## src/rtl/alu_seq_pkg.sv

```systemverilog
// Shared types for the sequential ALU: opcode and FSM state encodings plus
// the bit positions of the flag vector.
package alu_seq_pkg;

  typedef enum logic [3:0] {
    OP_AND = 4'd0,
    OP_OR  = 4'd1,
    OP_ADD = 4'd2,
    OP_XOR = 4'd3,
    OP_SUB = 4'd4,
    OP_SRL = 4'd5,
    OP_SLL = 4'd6,
    OP_NOR = 4'd7,
    OP_SRA = 4'd8,
    OP_SLT = 4'd9,
    OP_MUL = 4'd10
  } op_e;

  typedef enum logic [1:0] {
    S_IDLE = 2'd0,
    S_EXEC = 2'd1,
    S_HOLD = 2'd2
  } state_e;

  localparam int FLG_ZERO  = 0;
  localparam int FLG_CARRY = 1;
  localparam int FLG_OVF   = 2;
  localparam int FLG_NEG   = 3;
  localparam int FLG_ERR   = 4;
  localparam int NFLAGS    = 5;

  typedef logic [NFLAGS-1:0] flags_t;

endpackage

```

## src/rtl/alu_seq_core.sv

```systemverilog
// Single-cycle combinational datapath: every opcode except MUL, plus flags.
// MUL yields zero here; the parent builds its product iteratively.
module alu_seq_core
  import alu_seq_pkg::*;
#(
  parameter int WIDTH = 32,
  parameter int SHW   = $clog2(WIDTH)
) (
  input  logic [WIDTH-1:0] i_a,
  input  logic [WIDTH-1:0] i_b,
  input  logic [3:0]       i_op,
  output logic [WIDTH-1:0] o_res,
  output flags_t           o_flags
);

  logic [WIDTH:0]   w_sum;
  logic [WIDTH:0]   w_diff;
  logic [SHW-1:0]   w_sh;
  logic             w_carry;
  logic             w_ovf;
  logic             w_err;

  assign w_sum  = {1'b0, i_a} + {1'b0, i_b};
  assign w_diff = {1'b0, i_a} - {1'b0, i_b};
  assign w_sh   = i_b[SHW-1:0];

  always_comb begin
    o_res   = '0;
    w_carry = 1'b0;
    w_ovf   = 1'b0;
    w_err   = 1'b0;
    case (i_op)
      OP_AND: o_res = i_a & i_b;
      OP_OR:  o_res = i_a | i_b;
      OP_ADD: begin
        o_res   = w_sum[WIDTH-1:0];
        w_carry = w_sum[WIDTH];
        w_ovf   = (i_a[WIDTH-1] == i_b[WIDTH-1]) && (w_sum[WIDTH-1] != i_a[WIDTH-1]);
      end
      OP_XOR: o_res = i_a ^ i_b;
      OP_SUB: begin
        // Carry on subtract means "no borrow", i.e. a >= b unsigned.
        o_res   = w_diff[WIDTH-1:0];
        w_carry = ~w_diff[WIDTH];
        w_ovf   = (i_a[WIDTH-1] != i_b[WIDTH-1]) && (w_diff[WIDTH-1] != i_a[WIDTH-1]);
      end
      OP_SRL: o_res = i_a >> w_sh;
      OP_SLL: o_res = i_a << w_sh;
      OP_NOR: o_res = ~(i_a | i_b);
      OP_SRA: o_res = $signed(i_a) >>> w_sh;
      OP_SLT: o_res = {{(WIDTH-1){1'b0}}, ($signed(i_a) < $signed(i_b))};
      OP_MUL: o_res = '0;
      default: w_err = 1'b1;
    endcase
  end

  always_comb begin
    o_flags            = '0;
    o_flags[FLG_ZERO]  = (o_res == '0);
    o_flags[FLG_CARRY] = w_carry;
    o_flags[FLG_OVF]   = w_ovf;
    o_flags[FLG_NEG]   = o_res[WIDTH-1];
    o_flags[FLG_ERR]   = w_err;
  end

endmodule

```

## src/rtl/alu_seq.sv

```systemverilog
// Sequential ALU with valid/ready handshake: single-cycle ops via alu_seq_core,
// MUL as a one-bit-per-cycle shift-add, result held until the consumer takes it.
module alu_seq
  import alu_seq_pkg::*;
#(
  parameter int WIDTH = 32,
  parameter int SHW   = $clog2(WIDTH)
) (
  input  logic             clk,
  input  logic             rst_n,
  input  logic             in_valid,
  output logic             in_ready,
  input  logic [WIDTH-1:0] a,
  input  logic [WIDTH-1:0] b,
  input  logic [3:0]       opCode,
  output logic             out_valid,
  input  logic             out_ready,
  output logic [WIDTH-1:0] result,
  output logic             ZERO,
  output logic             CARRY,
  output logic             OVF,
  output logic             NEG,
  output logic             ERR
);

  state_e           r_state;
  state_e           w_state_nxt;
  logic [WIDTH-1:0] r_acc;
  logic [WIDTH-1:0] r_mcand;
  logic [WIDTH-1:0] r_mplier;
  logic [SHW-1:0]   r_cnt;
  logic [WIDTH-1:0] r_result;
  flags_t           r_flags;
  logic             r_out_valid;

  logic [WIDTH-1:0] w_res_core;
  flags_t           w_flags_core;
  logic [WIDTH-1:0] w_acc_nxt;
  flags_t           w_flags_mul;
  logic             w_is_mul;
  logic             w_mul_last;
  logic             w_ld_core;
  logic             w_start_mul;
  logic             w_drop;

  alu_seq_core #(.WIDTH(WIDTH), .SHW(SHW)) u_core (
    .i_a     (a),
    .i_b     (b),
    .i_op    (opCode),
    .o_res   (w_res_core),
    .o_flags (w_flags_core)
  );

  assign w_is_mul   = (opCode == OP_MUL);
  assign w_mul_last = (r_state == S_EXEC) && (r_cnt == SHW'(WIDTH - 1));
  assign w_acc_nxt  = r_acc + (r_mplier[0] ? r_mcand : '0);

  always_comb begin
    w_flags_mul           = '0;
    w_flags_mul[FLG_ZERO] = (w_acc_nxt == '0);
    w_flags_mul[FLG_NEG]  = w_acc_nxt[WIDTH-1];
  end

  always_ff @(posedge clk or negedge rst_n) begin
    if (!rst_n) r_state <= S_IDLE;
    else        r_state <= w_state_nxt;
  end

  always_comb begin
    in_ready    = 1'b0;
    w_state_nxt = r_state;
    w_ld_core   = 1'b0;
    w_start_mul = 1'b0;
    w_drop      = 1'b0;
    case (r_state)
      S_IDLE: in_ready = 1'b1;
      S_EXEC: if (w_mul_last) w_state_nxt = S_HOLD;
      S_HOLD: begin
        in_ready = out_ready;
        if (out_ready) begin
          w_drop      = 1'b1;
          w_state_nxt = S_IDLE;
        end
      end
      default: w_state_nxt = S_IDLE;
    endcase
    if (in_valid && in_ready) begin
      if (w_is_mul) begin
        w_start_mul = 1'b1;
        w_state_nxt = S_EXEC;
      end else begin
        w_ld_core   = 1'b1;
        w_drop      = 1'b0;
        w_state_nxt = S_HOLD;
      end
    end
  end

  // The acceptance edge already consumes multiplier bit 0, so the last of the
  // WIDTH steps lands the product WIDTH cycles after acceptance, counted the
  // same way as the latency-1 single-cycle ops.
  always_ff @(posedge clk or negedge rst_n) begin
    if (!rst_n) begin
      r_acc    <= '0;
      r_mcand  <= '0;
      r_mplier <= '0;
      r_cnt    <= '0;
    end else if (w_start_mul) begin
      r_acc    <= b[0] ? a : '0;
      r_mcand  <= a << 1;
      r_mplier <= b >> 1;
      r_cnt    <= SHW'(1);
    end else if (r_state == S_EXEC) begin
      r_acc    <= w_acc_nxt;
      r_mcand  <= r_mcand << 1;
      r_mplier <= r_mplier >> 1;
      r_cnt    <= r_cnt + SHW'(1);
    end
  end

  always_ff @(posedge clk or negedge rst_n) begin
    if (!rst_n) begin
      r_result    <= '0;
      r_flags     <= '0;
      r_out_valid <= 1'b0;
    end else if (w_ld_core) begin
      r_result    <= w_res_core;
      r_flags     <= w_flags_core;
      r_out_valid <= 1'b1;
    end else if (w_mul_last) begin
      r_result    <= w_acc_nxt;
      r_flags     <= w_flags_mul;
      r_out_valid <= 1'b1;
    end else if (w_drop) begin
      r_out_valid <= 1'b0;
    end
  end

  assign out_valid = r_out_valid;
  assign result    = r_result;
  assign ZERO      = r_flags[FLG_ZERO];
  assign CARRY     = r_flags[FLG_CARRY];
  assign OVF       = r_flags[FLG_OVF];
  assign NEG       = r_flags[FLG_NEG];
  assign ERR       = r_flags[FLG_ERR];

endmodule

```

## config.mk

```make
export PLATFORM = sky130hd
export DESIGN_NAME = alu_seq
export DESIGN_NICKNAME = d
export VERILOG_FILES = /design/src/rtl/alu_seq_pkg.sv /design/src/rtl/alu_seq_core.sv /design/src/rtl/alu_seq.sv
export SDC_FILE = /design/constraint.sdc
export NUM_CORES = 1
export LEC_CHECK = 0
export ABC_AREA = 1
export CORE_MARGIN = 2
export CORE_UTILIZATION = 25
export CTS_BUF_LIST = sky130_fd_sc_hd__clkbuf_16
export CTS_CLUSTER_SIZE = 20
export DETAILED_ROUTE_END_ITERATION = 6
export GPL_TIMING_DRIVEN = 0
export PLACE_DENSITY = 0.39
export SYNTH_ARGS = -nofsm -noshare
export SYNTH_HDL_FRONTEND = slang
export SYNTH_SLANG_ARGS = --single-unit
```

## constraint.sdc

```tcl
create_clock -name clk -period 5.6 [get_ports clk]
set_clock_uncertainty 0.15 [all_clocks]
set_input_delay 0.84 -clock clk [delete_from_list [all_inputs] [get_ports clk]]
set_output_delay 0.84 -clock clk [all_outputs]
set_load 0.05 [all_outputs]
```

# Yosys cells after proc, flatten, opt, wreduce, memory -nomap -nowiden
# Index checks and enable logic that the tools add are counted.
[totals] reg_bits=141 input_bits=72 output_inout_bits=39 elab_cells=89
[classes] add_sub_neg=4 order_cmp=1 n_eq_ne=20 shifts=3 mux=35 bitwise_logic=5 reduce_logical=13
[op_table] operator="32-bit two-way mux" count=10
[op_table] operator="32-bit case mux with 10 select lines" count=1
[op_table] operator="32-bit zero test" count=2
[op_table] operator="32-bit by 32-bit adder with 33-bit output" count=1
[op_table] operator="32-bit by 32-bit subtractor with 33-bit output" count=1
[op_table] operator="32-bit adder" count=1
[op_table] operator="32-bit bitwise AND" count=1
[op_table] operator="32-bit < comparator" count=1
[op_table] operator="32-bit inverter" count=1
[op_table] operator="32-bit OR" count=1
[op_table] operator="32-bit by 5-bit left shift with 32-bit output" count=1
[op_table] operator="32-bit by 5-bit right shift with 32-bit output" count=1
[op_table] operator="32-bit by 5-bit >>> shifter with 32-bit output" count=1
[op_table] operator="32-bit XOR" count=1
[op_table] operator="5-bit two-way mux" count=4
[op_table] operator="4-bit by 3-bit == test with 1-bit output, second input constant" count=4
[op_table] operator="4-bit == test, second input constant" count=3
[op_table] operator="1-bit two-way mux" count=12
[op_table] operator="11-bit OR reduction" count=1
[op_table] operator="4-bit by 2-bit == test with 1-bit output, second input constant" count=2
[op_table] operator="2-bit two-way mux" count=4
[op_table] operator="1-bit case mux with 2 select lines" count=3
[op_table] operator="2-bit case mux with 3 select lines" count=1
[op_table] operator="5-bit by 1-bit adder with 5-bit output, second input constant" count=1
[op_table] operator="other kinds (16)" count=22

# Depth between registers and ports, before layout
# Gate-level depths: netlist of the first run.
[depth] word_depth=7 depth_mapped=25 depth_no_buf=23

# Modules after synthesis
# A second synthesis of the first run with hierarchy kept.
[hier_totals] hier_cells=3510 area_unflattened_um2=19526.2
[by_module_without_submodules] module="alu_seq_core" n_inst=1 cells_per_inst=2266 area_per_inst_um2=10701.5 seq_area_each_um2=0.0
[by_module_without_submodules] module="alu_seq" n_inst=1 cells_per_inst=1244 area_per_inst_um2=8824.7 seq_area_each_um2=3478.3

# Least setup slack after synthesis of the first run
# Ideal clock, no wire load.
[synth_path] kind="input to register" start="input b[2]" end="register r_flags[0]" setup_ps=72 t_arrival_ps=3337 required_ps=5378 path_slack_ps=2042 stages=21 path_buffers=3 cell_sequence="inv_2 -> clkbuf_1 -> clkbuf_1 -> ha_1 -> buf_4 -> nand2_1 -> nand2_1 -> nand2_1 -> nand2_1 -> nand2_1 -> nand3b_1 -> or2_2 -> a21oi_1 -> nand2_1 -> nor2_1 -> nand4_1 -> nor2_1 -> nand2_1 -> nor2_1 -> nor2_1 -> nor2_1"
[synth_via] elab_chain_cells=5 elab_cells_between_ends=13 classes_between="add/sub: 2; order compare: 1; shift: 3; mux: 2; bitwise: 4; reduce/logical: 1"
[synth_lines] item="from (decl)" line="alu_seq.sv:14" source="input logic [WIDTH-1:0] b,"
[synth_lines] item="parallel branches: the longest is 2 deep, another holds 32-bit by 32-bit subtractor with 33-bit output"
[synth_lines] item="32-bit case mux with 10 select lines (*)" line="alu_seq_core.sv:32" source="case (i_op)"
[synth_lines] item="32-bit zero test (*)" line="alu_seq_core.sv:59" source="o_flags[FLG_ZERO] = (o_res == '0);"
[synth_lines] item="5-bit two-way mux (*)" line="alu_seq.sv:126" source="end else if (w_ld_core) begin"
[synth_lines] item="to (signal assigned)" line="alu_seq.sv:128" source="r_flags <= w_flags_core;"
[synth_lines] item="to (signal assigned)" line="alu_seq.sv:132" source="r_flags <= w_flags_mul;"
[synth_lines] item="to (decl)" line="alu_seq.sv:33" source="flags_t r_flags;"
# Every way passes the cells marked *.
# A chain may end at the register's enable or synchronous reset.

# Worst setup path in the final report of the first run
[layout_path] start="input b[0]" end="register r_flags[0]"
# Same word-level chain as after synthesis.

==> results_dict.tcl, run 1 <==
set metrics [dict create \
    die_y_um 279 \
    drc 2 \
    worst_slack_ps 226 \
    required_ps 5890 \
    vias 23700 \
    ir_worst_vdd_uv 138 \
    path_cells "clkdlybuf4s50_1 > buf_6 > inv_4 > buf_2 > clkbuf_1 > ha_1 > or2_2 > nand3_1 > nand2_1 > nand3_1 > nand3_1 > inv_1 > nand4_1 > nor2_1 > nand4_1 > nor2_1 > nand2_1 > nor2_1 > nor2_1 > nor2_1" \
    grt_pass1_vias 23000 \
    arrival_ps 5660 \
    avgRoutedWirePerCell_um 27.8 \
    worstSetupPathType "in -> reg" \
    synth_nets 3568 \
    dp_slack_ps -705 \
    violations "DRC" \
    p_per_area_nw_per_um2 298 \
    cts.sinks 138 \
    tightest_slew_ps 1390 \
    cts_buffers 17 \
    antenna_found_initial 4 \
    period_share_pct 96.0 \
    setup_viol 0 \
    final_common_cell "nand2_1" \
    slew_viol_final 0 \
    synth_area_leaders "nand2_1, dfrtp_1, nand3_1" \
    vias_per_cell 5.29 \
    cts_tree "done" \
    core_area_sq_um 75600 \
    synth_top_cell_area_share_pct 22.1 \
    crit_path_end_kind "flop" \
    rsz0062_at_grt "false" \
    clk_path_buf_depth 2 \
    synthCells 3353 \
    grt_max_degree 106 \
    multi_input_area_sq_um 13000 \
    ys_ff_latch 138 \
    dp_hpwl_um 103000 \
    nNetsFinal 3697 \
    start_util_pct 25.1 \
    mostFrequentLayoutCells "nand2_1, nand3_1, inv_1, nor2_1, ha_1" \
    crit_path_frequent_cell "nor2_1" \
    maxSlewHeadroom_pct 7.27 \
    yosysSeqAreaShare_pct 18.2 \
    finalHoldViolations 0 \
    finalWirelength_um 124000 \
    grt_usage_pct 31.3 \
    ys.flop_type "dfrtp_1" \
    period_minus_slack_ps 5370 \
    num_antenna_cells 0 \
    cts_max_level 4 \
    clock-root-buffer "clkbuf_16" \
    synth_edf_count 0 \
    combPwrFrac_pct 56.5 \
    drive_gt1_share_pct 4.18 \
    cp_num_buf_inv 6 \
    p_switching_w 0.00343 \
    place_inst 4442 \
    regArea_sq_um 3450 \
    clk_latency_ps 520 \
    clk_pin_slew_ps 100 \
    overflow 0 \
    syn_avg_cell_area_sq_um 5.66 \
    maxCapViolCount 0 \
    die_x_um 279 \
    async_reset_ff_share_pct 100 \
    ant_nets 0 \
    finalNonFillerCells 4471 \
    synth.distinct_cells 45 \
    hold_path_class "in -> async" \
    start_kind "primary input" \
    fmax_mhz 186 \
    yosysWarnings 0 \
    status "finished with violations" \
    critPathSlowestCell "clkdlybuf4s50_1" \
    place.port_buffers 110 \
    syn_area_sq_um 19000 \
    synth_top_cell_by_area "nand2_1" \
    syn2layout_area_growth_pct 15.2 \
    path_max_fanout 11 \
    p_clk_share_pct 18.2 \
    critPathMaxStageDelay_ps 690 \
    io_pins 111 \
    leakagePower_nw 11.6 \
    grt_pass1_wl_um 172000 \
    power_frac_seq_pct 25.2 \
    cpLargestDelayFamily "simple AND/OR/NAND/NOR gates" \
    intPower_w 0.00308 \
    final.fill_count 8884 \
    gp_congestion 1.03 \
    p_sw_share_pct 52.7 \
    drt_iter0_drc 2454 \
    num_rows 101 \
    dr.pass1.iters 7 \
    dieArea_sq_um 78100 \
]
==> layer usage <==
metal,share of wire (%),GRT usage [%],routed length [um],vias to the layer above
li1,-,-,-,11200
met3,4.6,2.99,5690,211
met4,5.8,16.2,7160,0
met5,0,0,0,-
met1,43,39.3,53100,11400
met2,47,53.2,58300,908
==> synthesized netlist by cell type, drive strengths merged (4+ instances only) <==
library cell,n
o21ai,92
clkbuf,54
o211ai,21
buf,88
inv,494
nand3,522
o21bai,14
a21oi,96
o221ai,94
ha,140
or2,10
nand4,53
and2,12
a22o,4
nor2,284
nand2,1135
xor2,4
o22ai,17
a22oi,12
dfrtp,138
nor4,4
nor3,39
nand3b,12
==> cell type report <==
| type | count | share of cell area (%) |
|---|---|---|
| Tap cell | 978 | 5.60 |
| Timing Repair Buffer | 111 | 5.19 |
| Multi-Input combinational cell | 2577 | 59.3 |
| Clock buffer | 17 | 1.95 |
| Inverter | 496 | 8.53 |
| Clock inverter | 13 | 0.492 |
| Buffer | 141 | 3.13 |
| Sequential cell | 138 | 15.8 |
==> per-stage QoR <==
| stage | TNS (ps) | power [W] | util, % | hold WS [ps] | area [sq um] |
|---|---|---|---|---|---|
| after floorplan | 0 | 0.00387 | - | 303 | 19000 |
| after global placement | -441330 | 0.00531 | 28.2 | 319 | 21300 |
| after detailed placement | -1910 | 0.00528 | 28.2 | 323 | 21300 |
| after CTS | 0 | 0.00650 | 28.9 | 44.1 | 21900 |
| after global routing | 0 | 0.00693 | 28.9 | 68.0 | 21900 |
| final | 0 | 0.00652 | 28.9 | 51.3 | 21900 |
==> flip-flops by register name, summed over array words and instances, names as in the netlist <==
| register | cells |
|---|---|
| r_cnt | 5 |
| r_flags | 5 |
| result | 31 |
| out_valid | 1 |
| r_acc | 32 |
| r_mcand | 31 |
| r_state | 2 |
| r_mplier | 31 |
==> cells by family (layout without fill, tap and decap cells) <==
group | Yosys count | after routing | share of synthesized area [%]
AND/OR/NAND/NOR | 2071 | 2071 | 46.3
XOR/XNOR | 6 | 6 | 0.277
AO/OA/AOI/OAI | 357 | 357 | 12.2
adder cells (fa/ha/maj) | 143 | 143 | 9.55
buffers and inverters | 638 | 778 | 13.4
flip-flops | 138 | 138 | 18.2
==> power groups by stage <==
stage	Combinational, W	Sequential, W	Clock, W
CTS	0.00364	0.00164	0.00121
global route	0.00399	0.00169	0.00125
finish	0.00368	0.00164	0.00119
global placement	0.00366	0.00165	0
detailed placement	0.00363	0.00166	0
floorplan	0.00207	0.00180	0
==> worst paths after layout <==
path | startpoint | end | slack, ps | cells past startpoint
worst max-delay path | b[0] | r_flags[0]$_DFFE_PN0P_ | 230 | 20
worst min-delay path | rst_n | r_mplier[16]$_DFFE_PN0P_ | 50 | 1
worst max register to register | r_mplier[0]$_DFFE_PN0P_ | r_flags[0]$_DFFE_PN0P_ | 880 | 23
worst min register to register | result[5]$_DFFE_PN0P_ | result[5]$_DFFE_PN0P_ | 330 | 2
max in group asynchronous | rst_n | result[22]$_DFFE_PN0P_ | 4330 | 2
min in group clk | result[5]$_DFFE_PN0P_ | result[5]$_DFFE_PN0P_ | 330 | 2
==> what timing repair did <==
| item | 4_1_cts | 5_1_grt |
|---|---|---|
| gates resized for setup | 1 | 2 |
| endpoints found under the hold margin | 0 | 0 |
| buffers inserted | 0 | 0 |
| setup endpoints to repair | 2 | 2 |
| hold buffers | 0 | 0 |
No activity file was read; power rests on OpenSTA's default activity.
==> run 2: changes to the inputs <==
- CTS_CLUSTER_DIAMETER: unset -> 40
==> results of run 2 <==
Final layout, timing and power as in run 1 (identical DEF).
==> run 3: changes to the inputs <==
- CORE_ASPECT_RATIO: unset -> 2
==> run 3 against run 2 <==
Effect of this change:
- the run ends with capacitance limit, slew limit, setup timing left
- global-route usage up 5.8 points
- via count rose by 1.8%
- sequential power barely moved
- core utilization is 0.39 points higher
- sequential share of layout area decreased by 0.085 points
- power is 3.2% higher
- register-to-register slack worse by 450 ps
- first-iteration DRC count decreased by 34%
- worst hold slack improved by 47 ps
- cell area rose by 0.54%
- count of clock-buffer cells in the layout unchanged
- largest cell class unchanged
- highest routed layer unchanged
==> results_dict.tcl, run 3 (synthesis results as in run 1) <==
set metrics [dict create \
    status "finished with violations" \
    violations "capacitance limit, slew limit, setup timing" \
    whs_ps 98.4 \
    drive_gt1_share_pct 4.35 \
    post_cts_buffers 0 \
    p_sw_share_pct 53.6 \
    maxSlewHeadroom_pct -3.53 \
    critPathMaxStageDelay_ps 450 \
    finalInstanceArea_sq_um 22000 \
    maxCapViolCount 1 \
    hold_path_class "in -> async" \
    rsz0062_at_grt "false" \
    period_minus_slack_ps 5630 \
    dr.pass1.iters 7 \
    die_x_um 199 \
    intPower_w 0.00312 \
    cts.sinks 138 \
    vias_per_cell 5.34 \
    worst_slack_ps -29.7 \
    required_ps 5880 \
    leakagePower_nw 11.6 \
    dieArea_sq_um 78200 \
    clk_pin_slew_ps 80 \
    crit_path_end_kind "flop" \
    largest_register_ffs 32 \
    regToRegEndpoint "r_flags[0]$_DFFE_PN0P_" \
    place_inst 4472 \
    path_max_fanout 11 \
    drc 0 \
    worstSetupPathType "in -> reg" \
    gp_congestion 1.07 \
    place.port_buffers 110 \
    start_kind "primary input" \
    combPwrFrac_pct 56.4 \
    cts_tree "done" \
    finalNonFillerCells 4506 \
    ff2ff_setup_slack_ps 430 \
    io_pins 111 \
    clk_path_buf_depth 2 \
    cts_max_level 4 \
    fmax_mhz 178 \
    critPathSlowestCell "clkdlybuf4s50_1" \
    num_rows 142 \
    die_y_um 394 \
    vias 24100 \
    ir_worst_vdd_uv 258 \
    final_common_cell "nand2_1" \
    finalWirelength_um 145000 \
    dp_hpwl_um 123000 \
    tightest_slew_ps 1550 \
    largest_register "r_acc" \
    power_frac_seq_pct 24.6 \
    crit_path_frequent_cell "nand2_1" \
    reg2reg_depth 23 \
    finalHoldViolations 0 \
    arrival_ps 5910 \
    antenna_found_initial 3 \
    path_cells "clkdlybuf4s50_1 > buf_2 > inv_2 > buf_2 > buf_2 > ha_1 > buf_2 > inv_1 > nand2_1 > nand3_1 > nand2_1 > nand2_1 > nand2_1 > nand2_1 > nand4_1 > nand2_1 > nand2_1 > nand3_1 > nand3_1 > nor2_1 > nand2_1 > nor2_1 > nor2_1 > nor2_1" \
    endpoint "r_flags[0]$_DFFE_PN0P_" \
    cts-hold-fix-buffers 0 \
    grt_max_degree 95 \
    timing.rr.start "r_mplier[0]$_DFFE_PN0P_" \
    overflow 0 \
    placed_cell_area_sq_um 21400 \
    clk_latency_ps 520 \
    mostFrequentLayoutCells "nand2_1, nand3_1, inv_1, nor2_1, ha_1" \
    cts_buffers 17 \
    clock-root-buffer "clkbuf_16" \
    p_clk_share_pct 19.0 \
    nNetsFinal 3697 \
    setup_viol 1 \
    period_share_pct 101 \
    grt_usage_pct 37.1 \
    grt_pass1_vias 25200 \
    p_switching_w 0.00361 \
    core_area_sq_um 75000 \
    avgRoutedWirePerCell_um 32.1 \
    ant_nets 0 \
    syn2layout_area_growth_pct 15.9 \
    critPathLaunch "b[3]" \
    p_per_area_nw_per_um2 306 \
    grt_pass1_wl_um 196000 \
    drt_iter0_drc 1625 \
    start_util_pct 25.3 \
    slew_viol_final 11 \
]
[run 3: cell count changes in the layout (fill, tap and decap cells not counted), sizes merged]
cell,delta
clkinv,-1
clkinvlp,-1
diode,+3
inv,+4
[run 3: worst max-delay path: cells and delay by family]
family                   cells  cell delay [ps]
AND/OR/NAND/NOR             16             2740
buffers and inverters        7             2020
adder cells (fa/ha/maj)      1              300
[run 3: what timing repair did]
action / 4_1_cts / 5_1_grt
resized for setup: 1 / 2
endpoints found under the hold margin: 0 / 0
endpoints found under the setup margin: 4 / 1
pin swaps: 0 / 0
[run 3: area by class of cell]
cell class / count / area, sq um
timing repair buffer: 111 / 1130
tap: 1008 / 1260
inverter: 496 / 1860
buffer: 141 / 686
multi-input combinational: 2577 / 13000
clock buffer: 17 / 425
fill: 8958 / 53000
clock inverter: 15 / 176
sequential: 138 / 3450
antenna: 3 / 7.51
[run 3: metal layers]
metal  vias to the layer above  global-route usage, %  routed length [um]
met5                         -                      0                   0
met4                         0                   40.3               19100
met3                       543                   5.53                5260
met2                       979                   69.5               76800
met1                     11400                   30.9               43600
li1                      11200                      -                   -
[run 3: how the worst min path moves through the flow]
stage                                        start                        to  slack, ps  cells past startpoint
after global placement    r_mplier[30]$_DFFE_PN0P_  r_mplier[30]$_DFFE_PN0P_        320                      2
after CTS                                    rst_n   r_mplier[5]$_DFFE_PN0P_        100                      1
final                                        rst_n   r_mplier[5]$_DFFE_PN0P_        100                      1
after detailed placement   r_mplier[4]$_DFFE_PN0P_   r_mplier[4]$_DFFE_PN0P_        330                      2
after global routing                         rst_n   r_mplier[5]$_DFFE_PN0P_        120                      1
after floorplan           r_mplier[30]$_DFFE_PN0P_  r_mplier[30]$_DFFE_PN0P_        300                      2
[run 3: stage by stage]
step	TNS, ps	setup slack, ps	power, W	utilization [%]
detailed placement	-8490	-1050	0.00540	28.5
CTS	0	165	0.00670	29.3
global placement	-470380	-3410	0.00542	28.5
finish	-29.7	-29.7	0.00673	29.3
global route	0	5.21	0.00714	29.3
floorplan	0	2040	0.00387	-
[run 3: power by group through the flow]
stage | registers [W] | logic [W] | clock network (W)
final | 0.00165 | 0.00380 | 0.00128
after global routing | 0.00169 | 0.00411 | 0.00134
after CTS | 0.00165 | 0.00376 | 0.00130
after detailed placement | 0.00166 | 0.00374 | 0
after global placement | 0.00167 | 0.00376 | 0
after floorplan | 0.00180 | 0.00207 | 0
